<file path="config.mk">
export PLATFORM = sky130hd
export DESIGN_NAME = sseg_scheduler_flat
export DESIGN_NICKNAME = d
export VERILOG_FILES = /design/src/rtl/sseg_scheduler_if.sv /design/src/rtl/sseg_scheduler.sv /design/src/flat_wrapper.sv
export SDC_FILE = /design/constraint.sdc
export NUM_CORES = 1
export LEC_CHECK = 0
export CAP_MARGIN = 10
export CORE_UTILIZATION = 55
export CTS_CLUSTER_SIZE = 20
export DETAILED_ROUTE_END_ITERATION = 8
export DONT_BUFFER_PORTS = 1
export GPL_TIMING_DRIVEN = 0
export PLACE_DENSITY = 0.7
export SLEW_MARGIN = 20
export SYNTH_ARGS = -nofsm -noshare
export SYNTH_HDL_FRONTEND = slang
export SYNTH_SLANG_ARGS = --single-unit
</file>
<file path="constraint.sdc">
create_clock -name clk -period 4.2 [get_ports clk]
set_clock_uncertainty 0.2 [all_clocks]
set_input_delay 0.42 -clock clk [delete_from_list [all_inputs] [get_ports clk]]
set_output_delay 0.42 -clock clk [all_outputs]
set_load 0.005 [all_outputs]
</file>
<file path="src/rtl/sseg_scheduler_if.sv">
// rtl/sseg_scheduler_if.sv - requester A/B valid/ready handshake bundle for sseg_scheduler
interface sseg_scheduler_if;
   logic        req_valid_a;
   logic [15:0] req_data_a;
   logic        req_ready_a;
   logic        req_valid_b;
   logic [15:0] req_data_b;
   logic        req_ready_b;

   modport master (
      output req_valid_a, req_data_a, req_valid_b, req_data_b,
      input  req_ready_a, req_ready_b
   );

   modport slave (
      input  req_valid_a, req_data_a, req_valid_b, req_data_b,
      output req_ready_a, req_ready_b
   );
endinterface

</file>
<file path="src/rtl/sseg_scheduler.sv">
// rtl/sseg_scheduler.sv - digit-scan prescaler plus A/B owner arbiter for a 4-digit display
// New digits are committed only at a frame boundary so one scan frame never mixes values.
module sseg_scheduler #(
   parameter int REFRESH_DIV = 100000,
   parameter int CNT_W       = $clog2(REFRESH_DIV + 1)
) (
   input  logic            clk,
   input  logic            rst,
   sseg_scheduler_if.slave req,
   output logic            scan_en,
   output logic            frame_end,
   output logic [3:0]      digit0,
   output logic [3:0]      digit1,
   output logic [3:0]      digit2,
   output logic [3:0]      digit3,
   output logic            owner
);

   typedef enum logic {S_IDLE, S_WAIT} state_t;

   state_t           state, state_n;
   logic [CNT_W-1:0] cnt;
   logic             tick;
   logic [1:0]       pos, pos_n;
   logic             last_served;
   logic [15:0]      pend;
   logic             pend_src;
   logic             grant_a, grant_b;

   assign tick  = (cnt == CNT_W'(REFRESH_DIV - 1));
   // pos as it will be during the cycle being registered, so frame_end lines up with scan_en
   assign pos_n = scan_en ? pos + 2'd1 : pos;

   always_ff @(posedge clk or posedge rst) begin
      if (rst) begin
         cnt       <= '0;
         pos       <= 2'd0;
         scan_en   <= 1'b0;
         frame_end <= 1'b0;
      end else begin
         cnt       <= tick ? '0 : cnt + 1'b1;
         scan_en   <= tick;
         frame_end <= tick && (pos_n == 2'd3);
         pos       <= pos_n;
      end
   end

   always_comb begin
      grant_a = 1'b0;
      grant_b = 1'b0;
      state_n = state;
      case (state)
         S_IDLE: begin
            // last_served: 0 = A, 1 = B; on a tie the other side wins
            grant_a = req.req_valid_a && (!req.req_valid_b || last_served);
            grant_b = req.req_valid_b && !grant_a;
            if (grant_a || grant_b) state_n = S_WAIT;
         end
         S_WAIT: begin
            if (frame_end) state_n = S_IDLE;
         end
         default: state_n = S_IDLE;
      endcase
   end

   assign req.req_ready_a = grant_a;
   assign req.req_ready_b = grant_b;

   always_ff @(posedge clk or posedge rst) begin
      if (rst) begin
         state       <= S_IDLE;
         pend        <= 16'h0000;
         pend_src    <= 1'b0;
         last_served <= 1'b1;
         digit0      <= 4'h0;
         digit1      <= 4'h0;
         digit2      <= 4'h0;
         digit3      <= 4'h0;
         owner       <= 1'b0;
      end else begin
         state <= state_n;
         if (grant_a || grant_b) begin
            pend     <= grant_a ? req.req_data_a : req.req_data_b;
            pend_src <= grant_b;
         end
         if (state == S_WAIT && frame_end) begin
            {digit3, digit2, digit1, digit0} <= pend;
            owner       <= pend_src;
            last_served <= pend_src;
         end
      end
   end

endmodule

</file>
<file path="src/flat_wrapper.sv">
// flat-port wrapper written by rule: the top's interface ports become plain ports
module sseg_scheduler_flat 
#(
   parameter int REFRESH_DIV = 100000,
   parameter int CNT_W       = $clog2(REFRESH_DIV + 1)
)
  (clk, rst, scan_en, frame_end, digit0, digit1, digit2, digit3, owner, req_req_valid_a, req_req_data_a, req_req_valid_b, req_req_data_b, req_req_ready_a, req_req_ready_b);
  sseg_scheduler_if req_i ();
  input  logic clk;
  input  logic rst;
  output logic scan_en;
  output logic frame_end;
  output logic [3:0] digit0;
  output logic [3:0] digit1;
  output logic [3:0] digit2;
  output logic [3:0] digit3;
  output logic owner;
  input wire logic [$bits(req_i.req_valid_a)-1:0] req_req_valid_a;
  input wire logic [$bits(req_i.req_data_a)-1:0] req_req_data_a;
  input wire logic [$bits(req_i.req_valid_b)-1:0] req_req_valid_b;
  input wire logic [$bits(req_i.req_data_b)-1:0] req_req_data_b;
  output wire logic [$bits(req_i.req_ready_a)-1:0] req_req_ready_a;
  output wire logic [$bits(req_i.req_ready_b)-1:0] req_req_ready_b;
  assign req_i.req_valid_a = req_req_valid_a;
  assign req_i.req_data_a = req_req_data_a;
  assign req_i.req_valid_b = req_req_valid_b;
  assign req_i.req_data_b = req_req_data_b;
  assign req_req_ready_a = req_i.req_ready_a;
  assign req_req_ready_b = req_i.req_ready_b;
  sseg_scheduler #(.REFRESH_DIV(REFRESH_DIV), .CNT_W(CNT_W)) u_core (.clk(clk), .rst(rst), .req(req_i), .scan_en(scan_en), .frame_end(frame_end), .digit0(digit0), .digit1(digit1), .digit2(digit2), .digit3(digit3), .owner(owner));
endmodule
</file>
==> run metrics, run 1 <==
run status finished, final reports clean; latest clock arrival within the worst-skew pair 0.34 ns; net count of the finished layout 255; Die Span Y 67.2 um; post-cts repair resize count 0; final count of pins violating max slew 0; Max Fclk 0.423 GHz; vias in the first global route 1,564; mux share of post-synthesis cell area 0.0771; total of flip-flops plus latches after synthesis 57; post-route antenna net violation count 0; detailed-routing iteration count for the pre-antenna-repair pass 4; dominant cells by area after synthesis dfrtp_1, mux2_2, nand2_1; most frequent standard cell in the layout excluding fill and tap cells dfrtp_1; number of setup violations in the final report 0; instance area at placement 2420 um^2; number of port buffers 0; register clock-pin slew on the reported worst setup and hold paths 0.07 ns; clock period minus final worst setup slack 2.36 ns; Final Hold Slack 0.0825 ns; average wire per cell in the routed design 16.3 um; actual slew at the worst max-slew pin 0.562 ns; starting DRC count in detailed routing 111; clock buffers created by TritonCTS 9; Leak Pwr 1.27 nW; headroom to the max-slew limit 0.625; Startpoint Class register; crit path max fanout 10; share of the synthesized area in compound gates (AO/OA/AOI/OAI) 0.0964; first-pass GRT wire length 7280 um; part of the total power dissipated in combinational logic 0.021; biggest area consumer among synthesized cells dfrtp_1; Int Power 841 uW; Critical Path Slowest Stage Cell dfstp_2; largest net degree at the start of global routing 32; cells traversed along the worst timing path o211a_1, clkbuf_1, clkbuf_1; overall routing resource usage 0.230; cell seen most often among critical-path stages clkbuf_1; die area 4510 um^2; total count of hold-check failures in the final report 0; area share of fa/ha/maj cells after synthesis 0.00535; leading cell types in the layout, fill and taps excluded dfrtp_1, nand2_1, o21ai_0, mux2_2, o22ai_1; worst path arrival time 1.74 ns; area growth from synthesis to layout 12.3%; share of the core filled with cells in the final layout 0.652; area fraction of the dominant cell type after synthesis 0.600; min-delay worst type input port to register; routing layer with the top usage in global route met2; number of fillers in the final layout 321; required time at the endpoint of the critical path 3.58 ns; worst-case vdd ir drop 315 uV; share of cells above drive strength 1 0.166; total power 1.07 mW; number of placed cells counting well taps 256; CTS root buf clkbuf_8; post-DP HPWL 3090 um; Critical Path Max Stage Delay 0.55 ns; type of destination of the critical path primary output; number of antenna violations at the first check in global routing 0; number of buffers inserted for hold repair after clock tree synthesis 1; Antenna Diode Count 0; post-route DRC violation count 0; GR Layer Usage met3 0.0828; average size of a mapped cell 11.4 um^2; Boundary Pins 57; unique cell type count in the Yosys netlist 29; CTS H-tree depth 3; CTS tree built; post-synthesis simple-gate area fraction 0.127; fin worst setup slack 1.84 ns; RSZ-0062 raised after global routing false; share of total power in sequential cells 0.512; per-cell via count in the routed design 5.81; Critical path buffers and inverters 2; count of maximum capacitance violations 0; post-CTS setup repair buffer count 0; Post-Synth XOR/XNOR Area 0.0600; share of the yosys chip area belonging to registers 0.611; switching power 232 uW; routability congestion estimate 0.825; Chip Width 67.2 um; remaining global-route overflow 0; Mapped Nets 242; netlist area before placement 2340 um^2; total core area 4030 um^2; total power divided by cell area 409 nW/um^2; final total negative setup slack 0 ns; instance count of the mapped netlist 205; delay-heaviest family, CP buffers and inverters; post-route fraction of the period consumed by the critical path 0.563; switching portion of total power 0.216; setup slack after placement 2.14 ns; site row count 23; starting density of the core 0.580; count of synthesis-stage warnings from yosys 0; startpoint-to-endpoint class of the critical path register to primary output; design area 2630 um^2; Clock Path Buffers 2; # clock sinks 57; sum of routed wire length over all layers 4450 um; share of power burned in the clock network 0.467; met2 Resource Use GR 0.363; Post-Layout Cell Count 273; global-route track usage on met1 0.278; combinational family with the most area after synthesis simple AND/OR/NAND/NOR gates; via count of the routed design 1,586
## layer usage
metal / up-vias / routed length, um
met5: - / 0
met4: 0 / 91
met3: 11 / 252
met2: 47 / 2150
met1: 778 / 1960
li1: 750 / -
## worst reg2reg max path, delay by kind of cell (launching register included)
family | cells | cell delay [ns]
AOI/OAI and AO/OA | 3 | 0.50
DFF | 1 | 0.55
buffers and inverters | 2 | 0.72
## power by group through the flow
stage                     Sequential, mW  Clock (mW)  Combinational (mW)
after global placement             0.559           0              0.0188
after global routing               0.549       0.539              0.0265
after detailed placement           0.559           0              0.0225
after CTS                          0.549       0.511              0.0233
after floorplan                    0.559           0              0.0152
final                              0.549       0.501              0.0225
## worst paths after layout
kind / slack (ns) / cells past startpoint / endpoint / from
setup / recovery: 1.84 / 3 / req_req_ready_a / u_core.last_served
hold / removal: 0.08 / 2 / u_core.pend[11] / req_req_data_b[11]
setup reg to reg: 2.14 / 5 / u_core.pend[6] / u_core.last_served
hold reg to reg: 0.28 / 1 / u_core.pend_src / u_core.pend_src
max in group asynchronous: 2.77 / 3 / u_core.last_served / rst
min in group asynchronous: 0.40 / 2 / u_core.pend[14] / rst
## cells in the mapped netlist
library cell / instances
o22ai_1: 16
nand4_2: 1
nor4_1: 2
nand4bb_1: 1
a21oi_1: 1
nand3_1: 5
o21ai_1: 2
o31ai_1: 1
nor3_1: 5
and3_1: 2
clkbuf_2: 1
o21ai_0: 17
xnor2_1: 10
nand4_1: 3
dfstp_2: 1
o211a_1: 1
inv_1: 5
nor2b_1: 1
or3_1: 1
xor2_1: 6
clkbuf_1: 8
and4_1: 2
nor2_1: 10
nand2_1: 28
ha_1: 1
dfrtp_1: 56
a21o_1: 1
mux2_2: 16
or4_1: 1
## state kept, by name, indices dropped and copies added, names as in the netlist, 2 cells and up
name	count
u_core.cnt	17
u_core.digit0	4
u_core.digit1	4
u_core.digit2	4
u_core.digit3	4
u_core.pend	16
u_core.pos	2
## area by class of cell
class                           count  area [um^2]  area share
Timing Repair Buffer                2         30.0      0.0114
Clock inverter                      6         57.6      0.0219
Sequential cell                    57         1430       0.544
Inverter                            5         18.8     0.00715
Tap cell                           50         62.6      0.0238
Buffer                              9         35.0      0.0133
Multi-Input combinational cell    134          856       0.326
Clock buffer                       10          138      0.0524
## kinds of logic after synthesis
kind of cell             Yosys count
multiplexers                      16
flip-flops                        57
buffers and inverters             14
AND/OR/NAND/NOR                   62
XOR/XNOR                          16
adder cells (fa/ha/maj)            1
AO/OA/AOI/OAI                     39
Note: power is estimated with default switching activity, not from simulation.
==> run 2: changes to the inputs <==
Settings changed: PLACE_DENSITY 0.7 to 0.73.
Clock period 4.2 ns to 2.1 ns, I/O delays scaled along.
==> run 2 against run 1 <==
Non-clock buffer count is 32 higher. Largest cell class unchanged. Critical endpoint is now u_core.pend[9]. Die area unchanged. Largest power group unchanged. Hold slack got worse by 0.033 ns.
==> run metrics, run 2 (same netlist as run 1, synthesis figures left out) <==
# clock sinks 57; share of total power in sequential cells 0.543; worst path arrival time 2.00 ns; required time at the endpoint of the critical path 2.14 ns; register clock-pin slew on the reported worst setup and hold paths 0.07 ns; clock period minus final worst setup slack 1.97 ns; CTS root buf clkbuf_8; switching power 449 uW; number of antenna violations at the first check in global routing 0; via count of the routed design 1,768; CTS tree built; part of the total power dissipated in combinational logic 0.049; Die Span Y 67.2 um; total power 2.02 mW; latest clock arrival within the worst-skew pair 0.33 ns; count of maximum capacitance violations 0; Clock Path Buffers 2; Critical path buffers and inverters 1; first-pass GRT wire length 9170 um; vias in the first global route 1,924; die area 4510 um^2; register ranked first by flip-flop count u_core.cnt; net count of the finished layout 287; area growth from synthesis to layout 24.7%; overall routing resource usage 0.287; Critical Path Max Stage Delay 0.47 ns; post-route antenna net violation count 0; post-route fraction of the period consumed by the critical path 0.936; number of flip-flops under the largest register name 17; instance area at placement 2420 um^2; total core area 4030 um^2; final count of pins violating max slew 0; cells traversed along the worst timing path o21ai_1, clkbuf_1, o22ai_1, o21ai_0; Int Power 1.57 mW; average wire per cell in the routed design 17.4 um; largest registers u_core.cnt: 17 flops, u_core.pend: 16 flops; type of destination of the critical path register; worst-case vdd ir drop 550 uV; total power divided by cell area 694 nW/um^2; actual slew at the worst max-slew pin 0.611 ns; Antenna Diode Count 0; Boundary Pins 57; post-CTS setup repair buffer count 0; RSZ-0062 raised after global routing false; per-cell via count in the routed design 5.80; share of cells above drive strength 1 0.145; starting DRC count in detailed routing 146; delay-heaviest family, CP compound AO/OA/AOI/OAI gates; largest net degree at the start of global routing 31; Leak Pwr 1.39 nW; post-route DRC violation count 0; post-DP HPWL 3280 um; routability congestion estimate 0.810; total count of hold-check failures in the final report 0; sum of routed wire length over all layers 5310 um; startpoint-to-endpoint class of the critical path register to register; remaining global-route overflow 0; starting density of the core 0.580; min-delay worst type input port to register; number of port buffers 0; site row count 23; detailed-routing iteration count for the pre-antenna-repair pass 4; switching portion of total power 0.222; share of power burned in the clock network 0.408; Critical Path Slowest Stage Cell clkbuf_1; number of setup violations in the final report 0; crit path max fanout 10; share of the core filled with cells in the final layout 0.724; headroom to the max-slew limit 0.592; clock buffers created by TritonCTS 9; leading cell types in the layout, fill and taps excluded dfrtp_1, dlygate4sd3_1, nand2_1, o21ai_0; Startpoint Class register; Chip Width 67.2 um; run status finished, final reports clean; design area 2920 um^2; CTS H-tree depth 3; most frequent standard cell in the layout excluding fill and tap cells dfrtp_1; Max Fclk 0.509 GHz
-- run 2: changes by cell type in the layout (fill, tap and decap cells not counted) --
cell and change:
dlygate4sd3_1 +33, clkbuf_2 +3, bufinv_16 -1, clkbuf_1 -1, clkbuf_8 -1, clkinvlp_4 -1
-- run 2: timing repair --
action | CTS | global route
hold buffers | 34 | 0
endpoints found under the hold margin | 44 | 0
pin swaps | 0 | 0
endpoints found under the setup margin | 3 | 17
gates resized for setup | 1 | 4
-- run 2: final timing paths --
| kind | start | endpoint | slack [ns] | cells after the start |
|---|---|---|---|---|
| max | u_core.last_served | u_core.pend[9] | 0.13 | 4 |
| min | req_req_valid_a | u_core.pend[13] | 0.05 | 2 |
| max reg2reg | u_core.last_served | u_core.pend[9] | 0.13 | 4 |
| min reg2reg | u_core.pos[1] | u_core.pos[1] | 0.28 | 1 |
| max in group asynchronous | rst | u_core.last_served | 0.84 | 3 |
| min in group asynchronous | rst | u_core.pend[5] | 0.23 | 2 |
-- run 2: layout make-up --
class	instances	area, um^2
well taps	50	62.6
inverters	5	18.8
clock inverters	4	20.0
multi-input cells	134	856
repair buffers	35	360
fillers	273	1110
clock buffers	12	135
plain buffers	8	35.0
flip-flops and latches	57	1430
-- run 2: stage by stage --
step	cells	hold slack, ns	setup TNS, ns	setup slack, ns
after floorplan	205	0.206	0	0.255
after CTS	306	0.0107	0	0.0308
after detailed placement	256	-0.00222	-0.00218	-0.00218
after global routing	305	0.0387	0	0.0170
final	305	0.0492	0	0.135
after global placement	255	0.216	-8.93	-0.162
-- run 2: worst register-to-register path: stages, from the launching register on --
cell and delay, ns:
dfstp_2 0.38, o21ai_1 0.45, clkbuf_1 0.47, o22ai_1 0.17
o21ai_0 0.19
-- run 2: power by group through the flow --
stage / Clock, mW / Sequential, mW / Combinational (mW)
floorplan: 0 / 1.12 / 0.0304
global placement: 0 / 1.12 / 0.0381
detailed placement: 0 / 1.12 / 0.0453
CTS: 0.842 / 1.10 / 0.0956
global route: 0.916 / 1.10 / 0.109
finish: 0.825 / 1.10 / 0.0983
-- run 2: routing by layer --
layer | GRT usage | routed length, um | part of all wire | vias up
met5 | 0 | 0 | 0 | -
met4 | 0.146 | 135 | 0.025 | 0
met3 | 0.103 | 308 | 0.058 | 14
met2 | 0.458 | 2620 | 0.49 | 69
met1 | 0.341 | 2250 | 0.42 | 874
li1 | - | - | - | 811
==> run 3: changes to the inputs <==
Settings changed: ABC_AREA set to 1, CORE_UTILIZATION 55 to 35, PLACE_DENSITY 0.73 to not set.
==> run 3 against run 2 <==
The run now ends with hold timing left. Synthesized cell count grew 79%. Global-route usage shrank 13 points. Synthesized area grew 23%. First-iteration DRC count shrank 29%. Core utilization shrank 27 points.
==> run metrics, run 3 <==
total power divided by cell area 646 nW/um^2; share of the yosys chip area belonging to registers 0.498; detailed-routing iteration count for the pre-antenna-repair pass 4; number of placed cells counting well taps 469; post-DP HPWL 4220 um; clock period minus final worst setup slack 2.02 ns; average wire per cell in the routed design 12.1 um; proportion of synthesized flip-flops having asynchronous set or reset 1.00; Post-synth EDFFs 0; share of power burned in the clock network 0.456; headroom to the max-slew limit 0.746; post-CTS setup repair buffer count 0; final total negative setup slack 0 ns; register clock-pin slew on the reported worst setup and hold paths 0.08 ns; Int Power 1.76 mW; Clock Path Buffers 2; total power 2.31 mW; crit path max fanout 10; number of antenna violations at the first check in global routing 0; total count of hold-check failures in the final report 1; via count of the routed design 2,347; clock buffers created by TritonCTS 9; overall routing resource usage 0.159; cell seen most often among critical-path stages o21ai_2; Antenna Diode Count 0; starting density of the core 0.366; net count of the finished layout 449; CTS root buf clkbuf_8; total core area 7850 um^2; first-pass GRT wire length 10,600 um; worst path arrival time 2.03 ns; cells traversed along the worst timing path inv_1, nand2_1, nand2_4, buf_6, o21ai_2, o21ai_2, dlygate4sd3_1; Critical Path Max Stage Delay 0.54 ns; count of maximum capacitance violations 0; instance count of the mapped netlist 366; share of the core filled with cells in the final layout 0.457; setup slack after placement 0.498 ns; Startpoint Class register; total of flip-flops plus latches after synthesis 57; Die Span Y 92.5 um; leading cell type by number of instances after synthesis nand2_1; required time at the endpoint of the critical path 2.12 ns; fin worst setup slack 0.0833 ns; register ranked first by flip-flop count u_core.cnt; Boundary Pins 57; number of port buffers 0; netlist area before placement 2870 um^2; actual slew at the worst max-slew pin 0.381 ns; site row count 32; type of destination of the critical path register; worst-case vdd ir drop 298 uV; share of total power in sequential cells 0.485; Final Hold Slack -0.0842 ns; # clock sinks 57; latest clock arrival within the worst-skew pair 0.33 ns; Leak Pwr 1.99 nW; min-delay worst type input port to register; Critical Path Slowest Stage Cell dlygate4sd3_1; part of the total power dissipated in combinational logic 0.059; violations in the final reports hold timing; CTS H-tree depth 3; post-route fraction of the period consumed by the critical path 0.960; Chip Width 92.5 um; run status finished with violations; per-cell via count in the routed design 4.52; dominant cells by area after synthesis dfrtp_1, nand2_1, inv_1; cell types with the highest counts after synthesis nand2_1, inv_1, dfrtp_1; most used flip-flop cell after synthesis dfrtp_1; Post-Layout Cell Count 519; number of flip-flops under the largest register name 17; average size of a mapped cell 7.84 um^2; count of synthesis-stage warnings from yosys 0; post-route DRC violation count 0; post-route antenna net violation count 0; Max Fclk 0.496 GHz; startpoint-to-endpoint class of the critical path register to register; most frequent standard cell in the layout excluding fill and tap cells nand2_1; sum of routed wire length over all layers 6300 um; largest net degree at the start of global routing 58; switching power 551 uW; number of setup violations in the final report 0; biggest area consumer among synthesized cells dfrtp_1; die area 8560 um^2; starting DRC count in detailed routing 104; final count of pins violating max slew 0; largest registers u_core.cnt: 17 flops, u_core.pend: 16 flops; vias in the first global route 2,320; share of cells above drive strength 1 0.139; area growth from synthesis to layout 24.9%; unique cell type count in the Yosys netlist 26; remaining global-route overflow 0; routability congestion estimate 0.859; Mapped Nets 403; leading cell types in the layout, fill and taps excluded nand2_1, inv_1, dfrtp_1, nor2_1, dlygate4sd3_1; switching portion of total power 0.238; area fraction of the dominant cell type after synthesis 0.488; CTS tree built
-- run 3: cell types whose count changed in the layout (fill, tap and decap cells not counted), moves of 10 or more --
cell     previous run  this run
nand2_1            28       124
inv_1               4        64
nor2_1             10        37
o21ai_2             0        20
mux2_2             16         0
o22ai_1            16         0
xnor2_1            10         0
-- run 3: power groups by stage --
stage / combinational (mW) / clock (mW) / sequential (mW)
3_5_place_dp: 0.0811 / 0 / 1.14
4_1_cts: 0.134 / 1.07 / 1.12
2_1_floorplan: 0.0597 / 0 / 1.14
3_3_place_gp: 0.0729 / 0 / 1.14
6_report: 0.137 / 1.06 / 1.12
5_1_grt: 0.154 / 1.12 / 1.12
-- run 3: path summary, 6_finish.rpt --
path	end	slack [ns]	cells past startpoint	startpoint
max	u_core.pend[9]	0.08	7	u_core.last_served
max reg2reg	u_core.pend[9]	0.08	7	u_core.last_served
max in group asynchronous	u_core.last_served	1.22	3	rst
min in group asynchronous	u_core.cnt[0]	0.21	3	rst
min reg2reg	u_core.digit2[2]	0.27	2	u_core.pend[10]
min	u_core.pend[14]	-0.08	2	req_req_data_a[14]
-- run 3: cell type report --
cell class / instances / area [um^2]
fillers: 786 / 4260
flip-flops and latches: 57 / 1430
inverters: 70 / 273
repair buffers: 35 / 368
multi-input cells: 233 / 1110
well taps: 102 / 128
clock inverters: 6 / 67.6
clock buffers: 10 / 138
plain buffers: 6 / 73.8
-- run 3: stage by stage --
step | area, um^2 | hold slack, ns
6_report | 3580 | -0.0842
5_1_grt | 3580 | 0.00650
4_1_cts | 3570 | 0.0141
3_5_place_dp | 3030 | -0.0340
3_3_place_gp | 3000 | 0.190
2_1_floorplan | 2870 | 0.182
-- run 3: repair_timing --
action,4_1_cts,5_1_grt
hold buffers,34,2
resized for setup,0,5
endpoints found under the setup margin,0,7
hold endpoints to repair,74,2
-- run 3: kinds of logic (layout without fill, tap and decap cells) --
logic type	Yosys count	in the layout	synth area share
buffers and inverters	76	127	0.118
XOR/XNOR	4	4	0.0122
flip-flops	57	57	0.498
AO/OA/AOI/OAI	43	43	0.106
adder cells (fa/ha/maj)	1	1	0.00436
AND/OR/NAND/NOR	185	185	0.262
-- run 3: worst max-delay path: cells and delay by family (launching register included) --
family          cells  cell delay (ns)
compound gates      2             0.19
buf+inv             3             0.76
simple gates        2             0.22
flops               1             0.52
-- run 3: per-layer routing --
layer | vias up | global-route usage | part of all wire
met5 | - | 0 | 0
met4 | 0 | 0.0742 | 0.016
met3 | 11 | 0.0328 | 0.055
met2 | 61 | 0.269 | 0.49
met1 | 1086 | 0.194 | 0.44
li1 | 1189 | - | -
